**src/rtl/sccb_pkg.sv**
```systemverilog
// Shared definitions for the SCCB register-init sequencer: FSM states, end marker,
// table entry layout and transaction direction codes.
package sccb_pkg;

    localparam int SCCB_ADDR_W = 8;
    localparam int SCCB_DATA_W = 8;
    localparam int ENTRY_WIDTH = 1 + SCCB_ADDR_W + SCCB_DATA_W;

    localparam logic [7:0] END_ADDR = 8'hFF;
    localparam logic [7:0] END_DATA = 8'hFF;

    localparam logic SCCB_WR = 1'b0;
    localparam logic SCCB_RD = 1'b1;

    typedef enum logic [3:0] {
        IDLE,
        PWRUP,
        FETCH,
        ISSUE_W,
        WAIT_W,
        GAP_W,
        ISSUE_R,
        WAIT_R,
        CHECK,
        GAP_R,
        DONE,
        ERROR
    } seq_state_t;

endpackage

```
**src/rtl/sccb_cfg_seq_if.sv**
```systemverilog
// Command/response bundle between the init sequencer (master) and sccb_fsm (slave).
interface sccb_cfg_seq_if #(
    parameter int ADDR_WIDTH = 8,
    parameter int DATA_WIDTH = 8
) ();

    logic                  sccb_valid;
    logic                  sccb_write;
    logic [ADDR_WIDTH-1:0] sccb_addr;
    logic [DATA_WIDTH-1:0] sccb_data;
    logic                  sccb_done;
    logic [DATA_WIDTH-1:0] sccb_rdata;

    modport master (
        output sccb_valid, sccb_write, sccb_addr, sccb_data,
        input  sccb_done, sccb_rdata
    );

    modport slave (
        input  sccb_valid, sccb_write, sccb_addr, sccb_data,
        output sccb_done, sccb_rdata
    );

endinterface

```
**src/rtl/sccb_cfg_rom.sv**
```systemverilog
// Constant OV7725 init table: index -> {verify, addr, data}; unused slots hold the end marker.
module sccb_cfg_rom
    import sccb_pkg::*;
#(
    parameter int ADDR_WIDTH = 8,
    parameter int DATA_WIDTH = 8,
    parameter int IDX_WIDTH  = 6
) (
    input  logic [IDX_WIDTH-1:0]  index,
    output logic                  verify,
    output logic [ADDR_WIDTH-1:0] addr,
    output logic [DATA_WIDTH-1:0] data
);

    always_comb begin
        verify = 1'b0;
        addr   = ADDR_WIDTH'(END_ADDR);
        data   = DATA_WIDTH'(END_DATA);
        case (index)
            // Soft reset self-clears, so it cannot be read back.
            IDX_WIDTH'(0): {verify, addr, data} = {1'b0, ADDR_WIDTH'(8'h12), DATA_WIDTH'(8'h80)};
            IDX_WIDTH'(1): {verify, addr, data} = {1'b1, ADDR_WIDTH'(8'h11), DATA_WIDTH'(8'h01)};
            IDX_WIDTH'(2): {verify, addr, data} = {1'b1, ADDR_WIDTH'(8'h0C), DATA_WIDTH'(8'h10)};
            default: ;
        endcase
    end

endmodule

```
**src/rtl/sccb_cfg_seq.sv**
```systemverilog
// Camera register-init sequencer: power-up delay, then one SCCB write per table entry,
// with optional read-back verify and bounded retry.
module sccb_cfg_seq
    import sccb_pkg::*;
#(
    parameter int ADDR_WIDTH     = 8,
    parameter int DATA_WIDTH     = 8,
    parameter int IDX_WIDTH      = 6,
    parameter int POWERUP_CYCLES = 20000,
    parameter int GAP_CYCLES     = 4,
    parameter int MAX_RETRY      = 3
) (
    input  logic                 clk,
    input  logic                 rst,
    input  logic                 start,
    output logic                 busy,
    output logic                 cfg_done,
    output logic                 cfg_error,
    output logic [IDX_WIDTH-1:0] err_index,
    sccb_cfg_seq_if.master       bus
);

    localparam int CNT_MAX = (POWERUP_CYCLES > GAP_CYCLES) ? POWERUP_CYCLES : GAP_CYCLES;
    localparam int CNT_W   = $clog2(CNT_MAX + 1);
    localparam int RTY_W   = (MAX_RETRY > 0) ? $clog2(MAX_RETRY + 1) : 1;
    localparam logic [IDX_WIDTH-1:0] IDX_LAST = '1;

    seq_state_t            state;
    logic [CNT_W-1:0]      cnt;
    logic [RTY_W-1:0]      retry;
    logic [IDX_WIDTH-1:0]  index;
    logic                  verify_q;
    logic                  adv_q;
    logic [DATA_WIDTH-1:0] rdata_q;

    logic                  rom_verify;
    logic [ADDR_WIDTH-1:0] rom_addr;
    logic [DATA_WIDTH-1:0] rom_data;

    sccb_cfg_rom #(
        .ADDR_WIDTH (ADDR_WIDTH),
        .DATA_WIDTH (DATA_WIDTH),
        .IDX_WIDTH  (IDX_WIDTH)
    ) u_rom (
        .index  (index),
        .verify (rom_verify),
        .addr   (rom_addr),
        .data   (rom_data)
    );

    always_ff @(posedge clk) begin
        if (rst) begin
            state          <= PWRUP;
            busy           <= 1'b1;
            cfg_done       <= 1'b0;
            cfg_error      <= 1'b0;
            err_index      <= '0;
            bus.sccb_valid <= 1'b0;
            bus.sccb_write <= SCCB_WR;
            bus.sccb_addr  <= '0;
            bus.sccb_data  <= '0;
            index          <= '0;
            retry          <= '0;
            cnt            <= '0;
            verify_q       <= 1'b0;
            adv_q          <= 1'b0;
            rdata_q        <= '0;
        end else begin
            bus.sccb_valid <= 1'b0;
            case (state)
                IDLE, DONE, ERROR: begin
                    if (start) begin
                        state     <= PWRUP;
                        busy      <= 1'b1;
                        cfg_done  <= 1'b0;
                        cfg_error <= 1'b0;
                        index     <= '0;
                        retry     <= '0;
                        cnt       <= '0;
                    end
                end
                PWRUP: begin
                    if (cnt == CNT_W'(POWERUP_CYCLES - 1)) begin
                        cnt   <= '0;
                        state <= FETCH;
                    end else begin
                        cnt <= cnt + 1'b1;
                    end
                end
                FETCH: begin
                    if (rom_addr == ADDR_WIDTH'(END_ADDR) && rom_data == DATA_WIDTH'(END_DATA)) begin
                        state    <= DONE;
                        busy     <= 1'b0;
                        cfg_done <= 1'b1;
                    end else begin
                        bus.sccb_addr  <= rom_addr;
                        bus.sccb_data  <= rom_data;
                        verify_q       <= rom_verify;
                        bus.sccb_write <= SCCB_WR;
                        bus.sccb_valid <= 1'b1;
                        state          <= ISSUE_W;
                    end
                end
                ISSUE_W: state <= WAIT_W;
                WAIT_W: begin
                    if (bus.sccb_done) begin
                        cnt   <= '0;
                        state <= GAP_W;
                    end
                end
                GAP_W: begin
                    if (cnt == CNT_W'(GAP_CYCLES - 1)) begin
                        cnt <= '0;
                        if (verify_q) begin
                            bus.sccb_write <= SCCB_RD;
                            bus.sccb_valid <= 1'b1;
                            state          <= ISSUE_R;
                        end else if (index == IDX_LAST) begin
                            state    <= DONE;
                            busy     <= 1'b0;
                            cfg_done <= 1'b1;
                        end else begin
                            index <= index + 1'b1;
                            retry <= '0;
                            state <= FETCH;
                        end
                    end else begin
                        cnt <= cnt + 1'b1;
                    end
                end
                ISSUE_R: state <= WAIT_R;
                WAIT_R: begin
                    if (bus.sccb_done) begin
                        rdata_q <= bus.sccb_rdata;
                        state   <= CHECK;
                    end
                end
                CHECK: begin
                    cnt <= '0;
                    if (rdata_q == bus.sccb_data) begin
                        adv_q <= 1'b1;
                        retry <= '0;
                        state <= GAP_R;
                    end else if (retry == RTY_W'(MAX_RETRY)) begin
                        err_index <= index;
                        cfg_error <= 1'b1;
                        busy      <= 1'b0;
                        state     <= ERROR;
                    end else begin
                        adv_q <= 1'b0;
                        retry <= retry + 1'b1;
                        state <= GAP_R;
                    end
                end
                GAP_R: begin
                    if (cnt == CNT_W'(GAP_CYCLES - 1)) begin
                        cnt <= '0;
                        if (!adv_q) begin
                            // Verify failed: rewrite the same entry.
                            bus.sccb_write <= SCCB_WR;
                            bus.sccb_valid <= 1'b1;
                            state          <= ISSUE_W;
                        end else if (index == IDX_LAST) begin
                            state    <= DONE;
                            busy     <= 1'b0;
                            cfg_done <= 1'b1;
                        end else begin
                            index <= index + 1'b1;
                            state <= FETCH;
                        end
                    end else begin
                        cnt <= cnt + 1'b1;
                    end
                end
                default: state <= PWRUP;
            endcase
        end
    end

endmodule
```
**src/flat_wrapper.sv**
```systemverilog
// flat-port wrapper written by rule: the top's interface ports become plain ports
module sccb_cfg_seq_flat import sccb_pkg::*;
#(
    parameter int ADDR_WIDTH     = 8,
    parameter int DATA_WIDTH     = 8,
    parameter int IDX_WIDTH      = 6,
    parameter int POWERUP_CYCLES = 20000,
    parameter int GAP_CYCLES     = 4,
    parameter int MAX_RETRY      = 3
)
  (clk, rst, start, busy, cfg_done, cfg_error, err_index, bus_sccb_valid, bus_sccb_write, bus_sccb_addr, bus_sccb_data, bus_sccb_done, bus_sccb_rdata);
  sccb_cfg_seq_if #(.ADDR_WIDTH(ADDR_WIDTH), .DATA_WIDTH(DATA_WIDTH)) bus_i ();
  input  logic clk;
  input  logic rst;
  input  logic start;
  output logic busy;
  output logic cfg_done;
  output logic cfg_error;
  output logic [IDX_WIDTH-1:0] err_index;
  output wire logic [$bits(bus_i.sccb_valid)-1:0] bus_sccb_valid;
  output wire logic [$bits(bus_i.sccb_write)-1:0] bus_sccb_write;
  output wire logic [$bits(bus_i.sccb_addr)-1:0] bus_sccb_addr;
  output wire logic [$bits(bus_i.sccb_data)-1:0] bus_sccb_data;
  input wire logic [$bits(bus_i.sccb_done)-1:0] bus_sccb_done;
  input wire logic [$bits(bus_i.sccb_rdata)-1:0] bus_sccb_rdata;
  assign bus_sccb_valid = bus_i.sccb_valid;
  assign bus_sccb_write = bus_i.sccb_write;
  assign bus_sccb_addr = bus_i.sccb_addr;
  assign bus_sccb_data = bus_i.sccb_data;
  assign bus_i.sccb_done = bus_sccb_done;
  assign bus_i.sccb_rdata = bus_sccb_rdata;
  sccb_cfg_seq #(.ADDR_WIDTH(ADDR_WIDTH), .DATA_WIDTH(DATA_WIDTH), .IDX_WIDTH(IDX_WIDTH), .POWERUP_CYCLES(POWERUP_CYCLES), .GAP_CYCLES(GAP_CYCLES), .MAX_RETRY(MAX_RETRY)) u_core (.clk(clk), .rst(rst), .start(start), .busy(busy), .cfg_done(cfg_done), .cfg_error(cfg_error), .err_index(err_index), .bus(bus_i));
endmodule
```
**config.mk**
```make
export PLATFORM = sky130hd
export DESIGN_NAME = sccb_cfg_seq_flat
export DESIGN_NICKNAME = d
export VERILOG_FILES = /design/src/rtl/sccb_pkg.sv /design/src/rtl/sccb_cfg_seq_if.sv /design/src/rtl/sccb_cfg_rom.sv /design/src/rtl/sccb_cfg_seq.sv /design/src/flat_wrapper.sv
export SDC_FILE = /design/constraint.sdc
export NUM_CORES = 1
export LEC_CHECK = 0
export ABC_AREA = 1
export CORE_ASPECT_RATIO = 1.2
export CORE_MARGIN = 4
export CORE_UTILIZATION = 48
export DETAILED_ROUTE_END_ITERATION = 7
export HOLD_SLACK_MARGIN = 0.06
export PLACE_DENSITY_LB_ADDON = 0.08
export SYNTH_ARGS = -nofsm -noshare
export SYNTH_HDL_FRONTEND = slang
export SYNTH_SLANG_ARGS = --single-unit
```
**constraint.sdc**
```tcl
create_clock -name clk -period 1.8 [get_ports clk]
set_input_delay 0.54 -clock clk [delete_from_list [all_inputs] [get_ports clk]]
set_output_delay 0.54 -clock clk [all_outputs]
set_load 0.01 [all_outputs]
```
# Word-level counts from Yosys, hierarchy flattened
# Index checks and enable logic that the tools add are counted.
# classes
n_addsub	3
n_eq_ne	37
mux	70
n_bitwise	2
reduce_logical	25
# op_table
cell	count
$pmux W15 S5	1
$mux W15	4
$pmux W8 S3	2
$mux W4	11
$pmux W4 S10	1
$mux W6	6
$mux W1	31
$reduce_and A6 Y1	4
$pmux W6 S3	1
$eq A4 B3 Y1 const B	4
$eq A4 B4 Y1 const B	4
$eq A8 B8 Y1 const B	2
$ne A2 B1 Y1 const B	8
$ne A2 B2 Y1 const B	8
$add A15 B1 Y15 const B	1
$eq A15 B15 Y1 const B	1
$eq A15 B2 Y1 const B	1
$mux W2	7
$reduce_bool A5 Y1	2
$reduce_and A9 Y1	1
$reduce_bool A3 Y1	3
$eq A4 B2 Y1 const B	2
$eq A8 B8 Y1	1
$reduce_and A7 Y1	1
other kinds (24)	30
# word_totals
ff_bits	64
out_inout_bits	27
wordCells	152

# Logic depth before layout (Yosys ltp)
# Gate-level depths: netlist of run 1.
# logic_depth
word_depth	6
ltp_mapped	13
depth_no_buf	12

# Hierarchy
# A second synthesis of run 1 with hierarchy kept.
# unflattened
cells_unflattened	559
hier_area_um2	3642.2
# by_module_without_submodules
module	instances	cells_per_inst	area_each_um2	seq_area_each_um2
sccb_cfg_seq	1	526	3455.8	1281.2
sccb_cfg_rom	1	33	186.4	0.0

# Least setup slack after synthesis of run 1
# OpenSTA, ideal clock, no wires.
# synth_path
kind	register to register
from	register u_core.index[0]
to	register u_core.cfg_done
setup_ns	0.132
t_arrival_ns	1.417
required_time_ns	1.668
slack_ns	0.251
path_stages_with_launch	11
n_path_buf	0
period_less_slack_ns	1.549
cell_sequence	dfxtp_1 > inv_1 > ha_1 > o211ai_1 > nand2_1 > nand2_1 > nand2_1 > nor2_1 > nand2_1 > nand2_1 > a21oi_1
# synth_between
elab_chain_len	6
word_cells_on_any_way	17
# synth_lines
element	line	source
start: declaration	sccb_cfg_seq.sv:31	logic [IDX_WIDTH-1:0] index;
start signal: assignment	sccb_cfg_seq.sv:123	index <= index + 1'b1;
start signal: assignment	sccb_cfg_seq.sv:168	index <= index + 1'b1;
$eq A6 B2 Y1 (tied with other cells)	sccb_cfg_rom.sv:19	case (index)
$pmux W8 S3	sccb_cfg_rom.sv:19	
$eq A8 B8 Y1	sccb_cfg_seq.sv:91	if (rom_addr == ADDR_WIDTH'(END_ADDR) && rom_data == DATA_WIDTH'(END_DATA)) begin
$logic_and A1 B1 Y1	sccb_cfg_seq.sv:91	
$ne A2 B1 Y1 (no line)	n/a	
$reduce_and A7 Y1 (no line)	n/a	
end signal: assignment	sccb_cfg_seq.sv:75	cfg_done <= 1'b0;
end signal: assignment	sccb_cfg_seq.sv:94	cfg_done <= 1'b1;
end signal: assignment	sccb_cfg_seq.sv:121	cfg_done <= 1'b1;
end: declaration	sccb_cfg_seq.sv:17	output logic cfg_done,
# Parallel ways exist; a longest one is shown, timed or not. The select of a mux whose other input is x is not followed.
# A chain may end at the register's enable or synchronous reset.

# Final worst setup path of run 1
# layout_path
from	register u_core.bus.sccb_addr[1]
to	output bus_sccb_addr[1]
# layout_lines
element	line	source
start: declaration	sccb_cfg_seq_if.sv:15	output sccb_valid, sccb_write, sccb_addr, sccb_data,
start signal: assignment	sccb_cfg_seq.sv:96	bus.sccb_addr <= rom_addr;
end: declaration	flat_wrapper.sv:22	output wire logic [$bits(bus_i.sccb_addr)-1:0] bus_sccb_addr;
# No word-level cell between the ends.

==> results of run 1 <==
routing by layer:
layer	track usage, %	vias to the layer above	part of all wire (%)
li1	-	1601	-
met1	26.46	1439	45
met2	34.52	77	49
met3	3.686	13	3.7
met4	8.873	0	2.0
met5	0	-	0
repair_timing:
item                                    CTS  global route
setup buffers                             0             1
hold buffers                              0             0
pin swaps                                 0             3
gates resized for setup                  17            18
endpoints found under the setup margin   15            29
Yosys cell counts, drive strengths merged:
cell / n
o211ai: 6
a31oi: 1
nand3: 30
nand2: 128
nand4: 13
nor2: 75
a31o: 2
o22ai: 1
a21oi: 38
o21ai: 22
or2: 1
dfxtp: 53
nor3: 5
inv: 47
buf: 15
xor2: 9
a21boi: 1
o21bai: 1
a211oi: 1
nand3b: 3
ha: 6
xnor2: 1
clkbuf: 5
final cells by class:
| cell class | count | area (um2) |
|---|---|---|
| fill | 620 | 2327 |
| multi-input combinational | 344 | 1730 |
| sequential | 53 | 1076 |
| timing repair buffer | 69 | 616.8 |
| inverter | 47 | 178.9 |
| tap | 82 | 102.6 |
| clock buffer | 6 | 82.58 |
| clock inverter | 2 | 13.76 |
worst reg2reg max path, stage by stage, from the launching register on:
cell      delay, ps
dfxtp_1         370
nor2_1          220
nand2_1          80
nor2_1          140
nand2_1         130
o21ai_2         120
buf_4           190
nand3_2         150
nand2_1         100
a21boi_1         60
cells in the final DEF (no fill, tap or decap), types with 2 or more instances in the layout:
master	synthesis	routed
nand2_1	116	113
nor2_1	66	65
dfxtp_1	53	43
inv_1	38	38
a21oi_1	37	36
buf_4	13	30
nand3_1	28	28
clkdlybuf4s50_1	0	22
o21ai_0	19	19
nand2_2	10	13
nand4_1	13	13
dlygate4sd2_1	0	13
xor2_1	9	9
dfxtp_2	0	9
inv_2	8	8
nor2_2	8	7
o211ai_1	6	6
clkbuf_8	0	6
nor3_1	5	5
ha_1	6	5
nor2_4	1	3
nand3b_1	3	3
dlymetal6s2s_1	0	3
nand3_2	2	2
nand2_4	2	2
a21oi_2	1	2
a31o_2	2	2
final timing paths:
| path | start | endpoint | slack, ps | cells after the start |
|---|---|---|---|---|
| max | u_core.bus.sccb_addr[1]$_SDFFE_PP0P_ | bus_sccb_addr[1] | 40 | 1 |
| min | u_core.busy$_SDFFE_PP1P_ | u_core.busy$_SDFFE_PP1P_ | 460 | 2 |
| max reg2reg | u_core.cnt[6]$_SDFFE_PP0P_ | u_core.index[0]$_SDFFE_PP0P_ | 140 | 9 |
| min reg2reg | u_core.busy$_SDFFE_PP1P_ | u_core.busy$_SDFFE_PP1P_ | 460 | 2 |
registers in the layout (all words and copies together), names as in the netlist:
signal,cells
u_core.state,4
u_core.err_index,6
u_core.cnt,15
u_core.busy,1
u_core.adv_q,1
u_core.index,6
u_core.rdata_q,8
u_core.bus.sccb_write,1
u_core.cfg_done,1
u_core.retry,2
u_core.bus.sccb_addr,2
u_core.bus.sccb_data,3
u_core.cfg_error,1
u_core.verify_q,1
u_core.bus.sccb_valid,1
cells by family after synthesis:
group	count (synthesis)	share of synthesized area, %
and+or+nand+nor	255	36.63
AOI/OAI and AO/OA	73	13.57
buffers and inverters	67	9.943
DFF	53	34.56
xor gates and xnor gates	10	2.853
adders and majority gates	6	2.445
power by group:
| part | total (mW) | internal [mW] | switching [mW] | leakage [nW] |
|---|---|---|---|---|
| clock network | 0.708 | 0.313 | 0.396 | 0.0512 |
| registers | 1.38 | 1.29 | 0.0981 | 0.432 |
| logic | 1.41 | 0.580 | 0.830 | 1.20 |
stage by stage:
step | TNS [ps] | std cells
after global routing | -7.641 | 603
after global placement | -1742 | 594
after detailed placement | -2415 | 594
after floorplan | 0 | 464
after CTS | 0 | 602
final | 0 | 603
==> metrics.yaml, run 1 <==
logic_synthesis:
  yosysWarningCount: 0
  synthDistinctLibCells: 35
  syn-num-nets: 482
  syn_inst: 464
  yosysSeqAreaShare_pct: 34.56
  synth_area_leaders: "dfxtp_1, nand2_1, nor2_1"
  yosys.area.top_type_share_pct: 34.56
  syn-cell-area_um2: 3070
  yosysTopAreaCell: "dfxtp_1"
  synth-seq-cells: 53
  synth.avg_cell_area_um2: 6.617
clock_tree:
  cts-root-buf: "clkbuf_8"
  cts-htree-levels: 2
  cts_sinks: 53
  cts_max_path_buffers: 2
  clk_latency_ps: 310
  cts_buffers: 5
  cts.reportedPaths.clkPinSlew_ps: 100
  cts_tree: "done"
route:
  drc_errors: 0
  antenna_left: 0
  vias: 3130
  firstDrtPassIters: 7
  viasPerCell: 5.191
  wl_per_cell_um: 13.09
  totalWireLength_um: 7894
  drt_iter0_drc: 146
global_route:
  antenna_found_initial: 0
  gr-total-overflow: 0
  grt_pass1_wl_um: 12640
  grt.total_usage_pct: 20.86
  first_global_vias: 2803
  grt_max_degree: 17
critical_path:
  path_class: "reg -> out"
  critPathMaxFanout: 4
  slowest_stage: "clkdlybuf4s50_1"
  cp-start-kind: "register"
  crit_buf_inv: 1
  required_ps: 1260
  max_stage_delay_ps: 540
  cp.arrival_ps: 1220
  critPathTopFamily: "buffers and inverters"
  worstSetupEndpointType: "output pin"
  cp_cell_sequence: "clkdlybuf4s50_1"
power:
  finalPower_mw: 3.501
  power_density_nw_per_um2: 921.1
  p_leak_nw: 1.680
  vdd_drop_max_uv: 520.9
floorplanning:
  die_area_um2: 7746
  initial_core_util_pct: 50.10
  coreArea_um2: 6128
  fp.dieH_um: 95.62
  dieWidth_um: 81.01
  ioPinCount: 39
  num_rows: 31
timing:
  fin_ws_ps: 40.14
  setup_violations: 0
  final_max_slew_viol_count: 0
  final.period_utilization_pct: 97.77
  tightest_slew_ps: 371.3
  fmax_ghz: 0.5682
  finalHoldViolCount: 0
  skew_ps: 12.14
  period_needed_ps: 1760
  hold_slack_ps: 457.4
  relSlewSlack_pct: 75.05
placement:
  port_buffers: 38
  dp_hpwl_um: 6242
  preCtsSetupSlack_ps: -152.5
  gp_congestion: 0.9703
  dpl_cell_area_um2: 3665
final_layout:
  syn_to_final_growth_pct: 23.80
  fin_util_pct: 62.03
  nets: 538
  design_area_um2: 3801
  diodes: 0
  drive_gt1_share_pct: 17.66
job:
  maxCapViolations: 0
worst_hold_path:
  hold_path_class: "reg -> reg"
status:
  outcome: "finished clean"
Power figures use the tool's default switching activity.
==> run 2, diff against run 1 <==
MAX_ROUTING_LAYER = met4   (was unset)
==> run 2 against run 1 <==
- sequential power about the same
- via count down 1.1%
- critical path depth unchanged
==> metrics.yaml, run 2 (synthesis results as in run 1) <==
status:
  outcome: "finished clean"
global_route:
  gr-total-overflow: 0  # unchanged
  grt_pass1_wl_um: 12720  # +0.60%
  grt.total_usage_pct: 21.27  # +0.41 points
  grt_max_degree: 17  # unchanged
  first_global_vias: 2841  # +1.4%
  antenna_found_initial: 0  # unchanged
critical_path:
  cp_cell_sequence: "clkdlybuf4s50_1"
  cp-start-kind: "register"
  r2r-start: "u_core.state[3]$_SDFFE_PP0P_"
  path_class: "reg -> out"
  worstSetupEndpointType: "output pin"
  critPathTopFamily: "buffers and inverters"
  reg2reg_depth: 9  # unchanged
  critPathMaxFanout: 2  # -2
  reg2reg_slack_ps: 170  # +30 ps
  crit_buf_inv: 1  # unchanged
  required_ps: 1260  # about the same
  max_stage_delay_ps: 540  # about the same
  reg2reg_to: "u_core.index[0]$_SDFFE_PP0P_"
  critPathLaunch: "u_core.err_index[3]$_SDFFE_PP0P_"
  cp.arrival_ps: 1200  # -20 ps
  slowest_stage: "clkdlybuf4s50_1"
final_layout:
  drive_gt1_share_pct: 17.12  # -0.54 points
  layoutNonFillerInstCount: 602  # -0.17%
  fill_cells: 598  # -3.5%
  syn_to_final_growth_pct: 24.00
  reg.largest.list: "u_core.cnt (15), u_core.rdata_q (8)"
  design_area_um2: 3807  # +0.16%
  largest_register_ffs: 15  # unchanged
  final_cell_mix: "nand2_1, nor2_1, dfxtp_1"
  diodes: 0  # unchanged
  nets: 537  # -0.19%
  final_common_cell: "nand2_1"
  largest_register: "u_core.cnt"
  fin_util_pct: 62.13  # +0.10 points
placement:
  dp_hpwl_um: 5990  # -4.0%
  gp_congestion: 0.9220  # -5.0%
  place_inst: 593  # -0.17%
  port_buffers: 38  # unchanged
  dpl_cell_area_um2: 3657  # -0.20%
floorplanning:
  fp.dieH_um: 95.62  # unchanged
  ioPinCount: 39  # unchanged
  dieWidth_um: 81.01  # unchanged
  die_area_um2: 7746  # unchanged
  initial_core_util_pct: 50.10  # unchanged
  num_rows: 31  # unchanged
  coreArea_um2: 6128  # unchanged
worst_hold_path:
  hold_depth: 2  # unchanged
  holdCritStartpoint: "u_core.busy$_SDFFE_PP1P_"
  hold_end: "u_core.busy$_SDFFE_PP1P_"
  hold_path_class: "reg -> reg"
power:
  p_int_mw: 2.135  # -1.9%
  power.share.sequential_pct: 40.4  # +0.9 points
  swShare_pct: 38.13  # +0.33 points
  power_density_nw_per_um2: 906.4  # -1.6%
  p_comb_share_pct: 40.2  # about the same
  p_leak_nw: 1.692  # +0.75%
  clkPwrFrac_pct: 19.5  # -0.7 points
  switchingPower_mw: 1.316  # -0.58%
  vdd_drop_max_uv: 581.5  # +12%
clock_tree:
  clk_latency_ps: 310  # about the same
  cts_tree: "done"
  cts_sinks: 53  # unchanged
  cts-root-buf: "clkbuf_8"
  cts_buffers: 5  # unchanged
  cts.reportedPaths.clkPinSlew_ps: 100  # about the same
  cts_max_path_buffers: 2  # unchanged
  cts-htree-levels: 2  # unchanged
route:
  antenna_left: 0  # unchanged
  viasPerCell: 5.143  # -0.92%
  firstDrtPassIters: 4  # -3
  totalWireLength_um: 7636  # -3.3%
  wl_per_cell_um: 12.68  # -3.1%
  vias: 3096  # -1.1%
  drt_iter0_drc: 186  # +27%
  drc_errors: 0  # unchanged
timing:
  hold_slack_ps: 451.0  # -6.330 ps
  period_needed_ps: 1741  # -18.37 ps
  skew_ps: 12.55  # +0.4094 ps
  fmax_ghz: 0.5742  # +1.1%
  relSlewSlack_pct: 76.59  # +1.5 points
  final.period_utilization_pct: 96.75  # -1.0 points
  finalHoldViolCount: 0  # unchanged
  setup_violations: 0  # unchanged
  tightest_slew_ps: 348.5  # -22.83 ps
  final_max_slew_viol_count: 0  # unchanged
  setup_tns_ps: 0  # unchanged
job:
  maxCapViolations: 0  # unchanged
run 2: area by class of cell:
cell class / count / area [um2] / share of cell area, %
flip-flops and latches: 53 / 1079 / 28.33
repair buffers: 68 / 613.1 / 16.10
multi-input cells: 344 / 1748 / 45.91
clock inverters: 2 / 13.76 / 0.3615
clock buffers: 6 / 72.57 / 1.906
well taps: 82 / 102.6 / 2.695
inverters: 47 / 178.9 / 4.699
run 2: what timing repair did:
| action | 4_1_cts | 5_1_grt |
|---|---|---|
| gates resized for setup | 16 | 21 |
| endpoints found under the setup margin | 15 | 31 |
| pin swaps | 0 | 4 |
| setup buffers | 0 | 1 |
| hold buffers | 0 | 0 |
run 2: how the worst max path moves through the flow:
stage,endpoint,slack (ps),depth (start not counted)
floorplan,u_core.cfg_done$_SDFFE_PP0P_,250,10
global placement,u_core.cnt[3]$_SDFFE_PP0P_,-130,8
detailed placement,u_core.cnt[6]$_SDFFE_PP0P_,-180,8
CTS,bus_sccb_data[1],2,1
global route,u_core.busy$_SDFFE_PP1P_,-10,10
finish,err_index[3],60,1
run 2: per-layer routing:
layer / track usage, % / routed length, um / vias up
li1: - / - / 1604
met1: 26.66 / 3477 / 1393
met2: 35.68 / 3685 / 86
met3: 3.119 / 341 / 13
met4: 5.634 / 131 / 0
met5: - / 0 / -
run 2: power groups by stage:
stage	logic, mW	registers [mW]	clock network, mW
floorplan	0.876	1.38	0
global placement	1.34	1.40	0
detailed placement	1.35	1.40	0
CTS	1.35	1.37	0.691
global route	1.57	1.41	0.732
finish	1.39	1.39	0.671
run 2: metrics by stage:
stage / setup WS [ps] / total power, mW
2_1_floorplan: 250.8 / 2.257
3_3_place_gp: -129.7 / 2.739
3_5_place_dp: -176.0 / 2.750
4_1_cts: 1.929 / 3.409
5_1_grt: -11.52 / 3.706
6_report: 58.50 / 3.451
==> variant 1: new RTL, flow settings as in run 2 <==
`POWERUP_CYCLES` is set to 20000 in 2 places; all go to 80000.
--- a/src/rtl/sccb_cfg_seq.sv
+++ b/src/rtl/sccb_cfg_seq.sv
@@ -6,7 +6,7 @@
     parameter int ADDR_WIDTH     = 8,
     parameter int DATA_WIDTH     = 8,
     parameter int IDX_WIDTH      = 6,
-    parameter int POWERUP_CYCLES = 20000,
+    parameter int POWERUP_CYCLES = 80000,
     parameter int GAP_CYCLES     = 4,
     parameter int MAX_RETRY      = 3
 ) (
--- a/src/flat_wrapper.sv
+++ b/src/flat_wrapper.sv
@@ -4,7 +4,7 @@
     parameter int ADDR_WIDTH     = 8,
     parameter int DATA_WIDTH     = 8,
     parameter int IDX_WIDTH      = 6,
-    parameter int POWERUP_CYCLES = 20000,
+    parameter int POWERUP_CYCLES = 80000,
     parameter int GAP_CYCLES     = 4,
     parameter int MAX_RETRY      = 3
 )
Formal check against the unedited RTL: no difference found for any inputs over 10 cycles, from zero or initial values and one cycle with rst high; that may be too few to reach the edited logic, so the function may still have changed.
==> variant 1 against run 2 <==
  * Final area increased by 2.4%
  * Total power increased by 4.0%
  * Clock power increased by 3.9%
  * Routed wire length increased by 2.0%
  * Clock skew about the same
  * Via count increased by 0.52%
  * Setup slack got worse by 0.0055 ns
  * Sequential cell count increased by 2
  * Area after synthesis increased by 0.73%
  * Synthesized cell count increased by 0.86%
  * Count of clock-buffer cells in the layout decreased by 1
  * Utilization increased by 1.1 points
  * Largest cell class unchanged
==> variant 1: results (changes against run 2) <==
Status
  • Run status: finished clean

Synthesis
  • Sequential share of the synthesized area: 0.3560 (+0.01043)
  • Yosys warns: 0 (unchanged)
  • Top post-synthesis cells by count: sky130_fd_sc_hd__nand2_1 (110), sky130_fd_sc_hd__nor2_1 (85), sky130_fd_sc_hd__dfxtp_1 (55)
  • Async set-reset flop share out of synthesis: 0 (unchanged)
  • Post-synth net total: 486 (+0.83%)
  • Post-Synthesis Cells: 468 (+0.86%)
  • Post-synth cell types: 33 (-5.7%)
  • Largest cells by area after synthesis: sky130_fd_sc_hd__dfxtp_1 (36%), sky130_fd_sc_hd__nand2_1 (13%), sky130_fd_sc_hd__nor2_1 (10%)

Route
  • Number of vias in the routed layout: 3112 (+0.52%)
  • Drt total wl: 7.792 mm (+2.0%)
  • Violation count after the first detailed-routing iteration: 135 (-27%)
  • Routed wire per std cell: 12.71 µm (+0.21%)
  • First-pass iteration count of the detailed router: 5 (+1)

Setup path
  • Number of cell instances on the worst register-to-register path: 11 (+2)
  • Start of the worst register-to-register path: u_core.cnt[0]
  • Reg2reg setup slack: 0.08 ns (-0.09 ns)
  • R2R Path End: u_core.index[1]

STA
  • Worst clock skew: 0.01257 ns (+0.00002170 ns)
  • Slew at the pin closest to its max-slew limit: 0.3473 ns (-0.001248 ns)
  • Worst hold slack: 0.4662 ns (+0.01515 ns)
  • Count of pins over their slew limit: 0 (unchanged)

Global route
  • Wire length of the first global-routing pass: 13.04 mm (+2.6%)
  • Total routing resource utilization after global routing: 0.2168 (+0.004036)
  • Antenna violations before repair: 0 (unchanged)
  • Number of global-route vias before repair: 2893 (+1.8%)
  • Pin count of the biggest net entering global routing: 18 (+1)

Finish
  • Fraction of final layout cells with drive strength greater than 1: 0.1638 (-0.007312)
  • Nets: 548 (+2.0%)
  • Largest registers: u_core.cnt x17, u_core.rdata_q x8
  • Filler Cells Inserted: 603 (+0.84%)
  • Diodes inserted: 0 (unchanged)
  • Area used by sequential logic in the layout: 1112 µm² (+3.1%)

Run
  • Max-capacitance violation count: 0 (unchanged)

Place
  • Instance count after placement with tap cells included: 604 (+1.9%)
  • HPWL after detailed placement: 6.141 mm (+2.5%)
  • Pre-CTS WS: -0.2060 ns (-0.03005 ns)
  • Area post-placement: 3710 µm² (+1.4%)
  • Routability Congestion: 0.8954 (-2.9%)

Power
  • Switch Pwr: 0.001397 W (+6.2%)
  • Highest ir drop seen on vdd: 0.6137 mV (+5.5%)
  • Leak Pwr: 1.783 nW (+5.4%)

Hold path
  • Min-Delay Path Class: reg2reg
  • Cells on Worst Hold Path: 2 (unchanged)
-- variant 1: cell types whose count changed after synthesis, moves of 3 or more --
cell | before | now
sky130_fd_sc_hd__xor2_1 | 9 | 12
sky130_fd_sc_hd__inv_2 | 8 | 4
sky130_fd_sc_hd__nor2_1 | 66 | 85
sky130_fd_sc_hd__nand2_2 | 10 | 4
sky130_fd_sc_hd__o211ai_1 | 6 | 3
sky130_fd_sc_hd__nand3_1 | 28 | 37
sky130_fd_sc_hd__nand2_1 | 116 | 110
sky130_fd_sc_hd__xnor2_1 | 1 | 4
sky130_fd_sc_hd__nand4_1 | 13 | 9
-- variant 1: kinds of logic after synthesis --
group,synth area share
fa+ha+maj,0.02427
simple gates,0.3661
flops,0.3560
xor+xnor,0.04531
compound gates,0.1161
buf+inv,0.09223
-- variant 1: worst max-delay path by stage --
stage,start,to,slack [ns],depth (start not counted)
5_1_grt,u_core.cnt[0],u_core.index[4],-0.03,11
3_5_place_dp,bus_sccb_done,u_core.cnt[12],-0.21,8
3_3_place_gp,bus_sccb_done,u_core.cnt[16],-0.16,8
2_1_floorplan,u_core.index[0],u_core.busy,0.23,10
6_report,u_core.bus.sccb_addr[4],bus_sccb_addr[4],0.05,1
4_1_cts,u_core.bus.sccb_data[4],bus_sccb_addr[2],0.00005,1
-- variant 1: metal layers --
metal / wire length (µm) / global-route usage
met5: 0 / -
met4: 136 / 0.06338
met3: 309 / 0.03371
met2: 3986 / 0.3716
met1: 3360 / 0.2608
-- variant 1: repair_timing --
item                       in CTS  in global routing
resized for setup              17                 29
setup endpoints to repair      17                 40
pin swaps                       0                  4
hold endpoints to repair        0                  0
setup buffers                   0                  1
gates cloned                    0                  0
-- variant 1: stage by stage --
| stage | total power [W] | TNS, ns |
|---|---|---|
| 2_1_floorplan | 0.002336 | 0 |
| 3_3_place_gp | 0.002807 | -3.232 |
| 3_5_place_dp | 0.002823 | -3.850 |
| 4_1_cts | 0.003528 | 0 |
| 5_1_grt | 0.003852 | -0.1636 |
| 6_report | 0.003591 | 0 |
-- variant 1: layout make-up --
cell class | instances | share of cell area
Clock buffer | 5 | 0.01766
Clock inverter | 3 | 0.005136
Inverter | 45 | 0.04398
Multi-Input combinational cell | 351 | 0.4571
Sequential cell | 55 | 0.2854
Tap cell | 82 | 0.02632
Timing Repair Buffer | 72 | 0.1644
-- variant 1: power groups by stage --
stage	clock network [W]	registers, W	logic, W
3_5_place_dp	0	0.00145	0.00137
2_1_floorplan	0	0.00145	0.000891
4_1_cts	0.000718	0.00142	0.00139
6_report	0.000697	0.00143	0.00147
5_1_grt	0.000757	0.00144	0.00165
3_3_place_gp	0	0.00145	0.00136
==> variant 2: new RTL, flow settings as in run 2 <==
Without the edit above. Encoding of `seq_state_t`: now one-hot (12 bits for 12 states).
--- a/src/rtl/sccb_pkg.sv
+++ b/src/rtl/sccb_pkg.sv
@@ -12,19 +12,19 @@
     localparam logic SCCB_WR = 1'b0;
     localparam logic SCCB_RD = 1'b1;
 
-    typedef enum logic [3:0] {
-        IDLE,
-        PWRUP,
-        FETCH,
-        ISSUE_W,
-        WAIT_W,
-        GAP_W,
-        ISSUE_R,
-        WAIT_R,
-        CHECK,
-        GAP_R,
-        DONE,
-        ERROR
+    typedef enum logic [11:0] {
+        IDLE    = 12'b000000000001,
+        PWRUP   = 12'b000000000010,
+        FETCH   = 12'b000000000100,
+        ISSUE_W = 12'b000000001000,
+        WAIT_W  = 12'b000000010000,
+        GAP_W   = 12'b000000100000,
+        ISSUE_R = 12'b000001000000,
+        WAIT_R  = 12'b000010000000,
+        CHECK   = 12'b000100000000,
+        GAP_R   = 12'b001000000000,
+        DONE    = 12'b010000000000,
+        ERROR   = 12'b100000000000
     } seq_state_t;
 
 endpackage
Behaviour: no difference found for any inputs over 10 cycles, from zero or initial values and one cycle with rst high; not proved beyond that.
==> variant 2 against run 2 <==
  * Synthesized cell count up 27%
  * Setup slack worse by 0.0048 ns
  * Via count up 27%
  * Sequential share of layout area down 3.3 points
  * Area after synthesis up 26%
  * Fmax down 0.27%
  * Routed wire length up 35%
  * Total power up 22%
  * Sequential cell count up 7
  * Final area up 27%
  * Critical endpoint is now err_index[2]
  * Highest routed layer unchanged
==> variant 2: results (changes against run 2) <==
Status
  • Run status: finished clean

Finish
  • Nets: 677 (+26%)
  • Largest registers: u_core.cnt x15, u_core.state x11, u_core.rdata_q x8
  • Fraction of final layout cells with drive strength greater than 1: 0.2108 (+0.03969)

Place
  • Routability Congestion: 0.9522 (+3.3%)
  • HPWL after detailed placement: 7.572 mm (+26%)
  • Instance count after placement with tap cells included: 733 (+24%)

Route
  • First-pass iteration count of the detailed router: 5 (+1)
  • Average vias per placed instance: 5.181 (+0.75%)
  • Number of vias in the routed layout: 3917 (+27%)
  • Violation count after the first detailed-routing iteration: 204 (+9.7%)
  • Drt total wl: 10.32 mm (+35%)

Synthesis
  • Post-synth net total: 609 (+26%)
  • Largest cells by area after synthesis: sky130_fd_sc_hd__dfxtp_1 (31%), sky130_fd_sc_hd__nand2_1 (14%), sky130_fd_sc_hd__nor2_1 (6.9%)
  • Sequential share of the synthesized area: 0.3115 (-0.03407)
  • Top post-synthesis cells by count: sky130_fd_sc_hd__nand2_1 (144), sky130_fd_sc_hd__nor2_1 (71), sky130_fd_sc_hd__dfxtp_1 (60)
  • Post-Synthesis Cells: 591 (+27%)
  • Post-synth cell types: 41 (+17%)

Global route
  • Total routing resource utilization after global routing: 0.2194 (+0.006683)
  • Wire length of the first global-routing pass: 16.75 mm (+32%)
  • Number of global-route vias before repair: 3708 (+31%)
  • Global Route met3 Usage: 0.02831 (-0.002882)
  • Antenna violations before repair: 0 (unchanged)
  • Fraction of met2 tracks used by global routing: 0.3866 (+0.02971)
  • Pin count of the biggest net entering global routing: 34 (+17)
  • Met1 GRT Util: 0.2497 (-0.01688)

STA
  • Worst clock skew: 0.01172 ns (-0.0008239 ns)
  • Max-Slew Margin vs Limit: 0.7548 (-0.01109)

Setup path
  • Number of cell instances on the worst register-to-register path: 12 (+3)
  • Start of the worst register-to-register path: u_core.cnt[1]
  • Delay contributed by the slowest stage of the critical path: 0.54 ns (about the same)
  • Timing startpoint of the critical path: u_core.err_index[2]

Clocking
  • Post-CTS Repair Setup Buffers: 0 (unchanged)
  • Worst-path clk slew: 0.07 ns (-0.03 ns)
  • Later-pin clock latency in the skew report: 0.34 ns (+0.03 ns)
  • Number of buffers created by CTS: 9 (+4)
  • Post-cts gate resize count: 19 (+3)
  • Htree depth: 3 (+1)

Power
  • Total clock network power: 0.00126 W (+88%)
  • Combinational gate power: 0.00147 W (+6%)
  • Switching portion of total power: 0.3644 (-0.01683)
  • Leak Pwr: 2.301 nW (+36%)
  • Highest ir drop seen on vdd: 0.5098 mV (-12%)

Hold path
  • Worst Hold Launch: u_core.busy
-- variant 2: cell families (layout without fill, tap and decap cells) --
logic type      count (synthesis)  in the layout  share of synthesized area
simple gates                  329            329                     0.4082
buf+inv                        98            171                     0.1149
compound gates                 86             86                     0.1188
flops                          60             60                     0.3115
xor+xnor                       12             12                    0.02725
fa+ha+maj                       6              6                    0.01947
-- variant 2: area by class of cell --
| type | count | area (µm²) |
|---|---|---|
| Fill cell | 742 | 2898 |
| Multi-Input combinational cell | 433 | 2313 |
| Sequential cell | 60 | 1212 |
| Timing Repair Buffer | 83 | 737.0 |
| Inverter | 72 | 272.8 |
| Clock buffer | 12 | 155.1 |
| Tap cell | 92 | 115.1 |
| Clock inverter | 4 | 47.55 |
-- variant 2: final timing paths --
| check | endpoint | slack, ns |
|---|---|---|
| setup / recovery | err_index[2] | 0.05 |
| hold / removal | u_core.busy | 0.45 |
| setup reg to reg | u_core.state[6] | 0.07 |
| hold reg to reg | u_core.busy | 0.45 |
-- variant 2: through the flow --
step	hold slack [ns]	setup TNS, ns	power, W	instance area (µm²)	setup WS [ns]
after floorplan	0.4362	0	0.002450	3856	0.04921
after global placement	0.4469	-3.896	0.002794	4492	-0.1811
after detailed placement	0.4352	-4.774	0.002811	4492	-0.2266
after CTS	0.4510	0	0.004091	4683	0.004175
after global routing	0.4738	-0.5405	0.004451	4853	-0.08853
final	0.4478	0	0.004212	4853	0.05371
-- variant 2: routing by layer --
| layer | share of wire | wire (µm) | vias up |
|---|---|---|---|
| li1 | - | - | 2021 |
| met1 | 0.42 | 4377 | 1752 |
| met2 | 0.50 | 5182 | 118 |
| met3 | 0.045 | 469 | 26 |
| met4 | 0.028 | 291 | 0 |
| met5 | 0 | 0 | - |
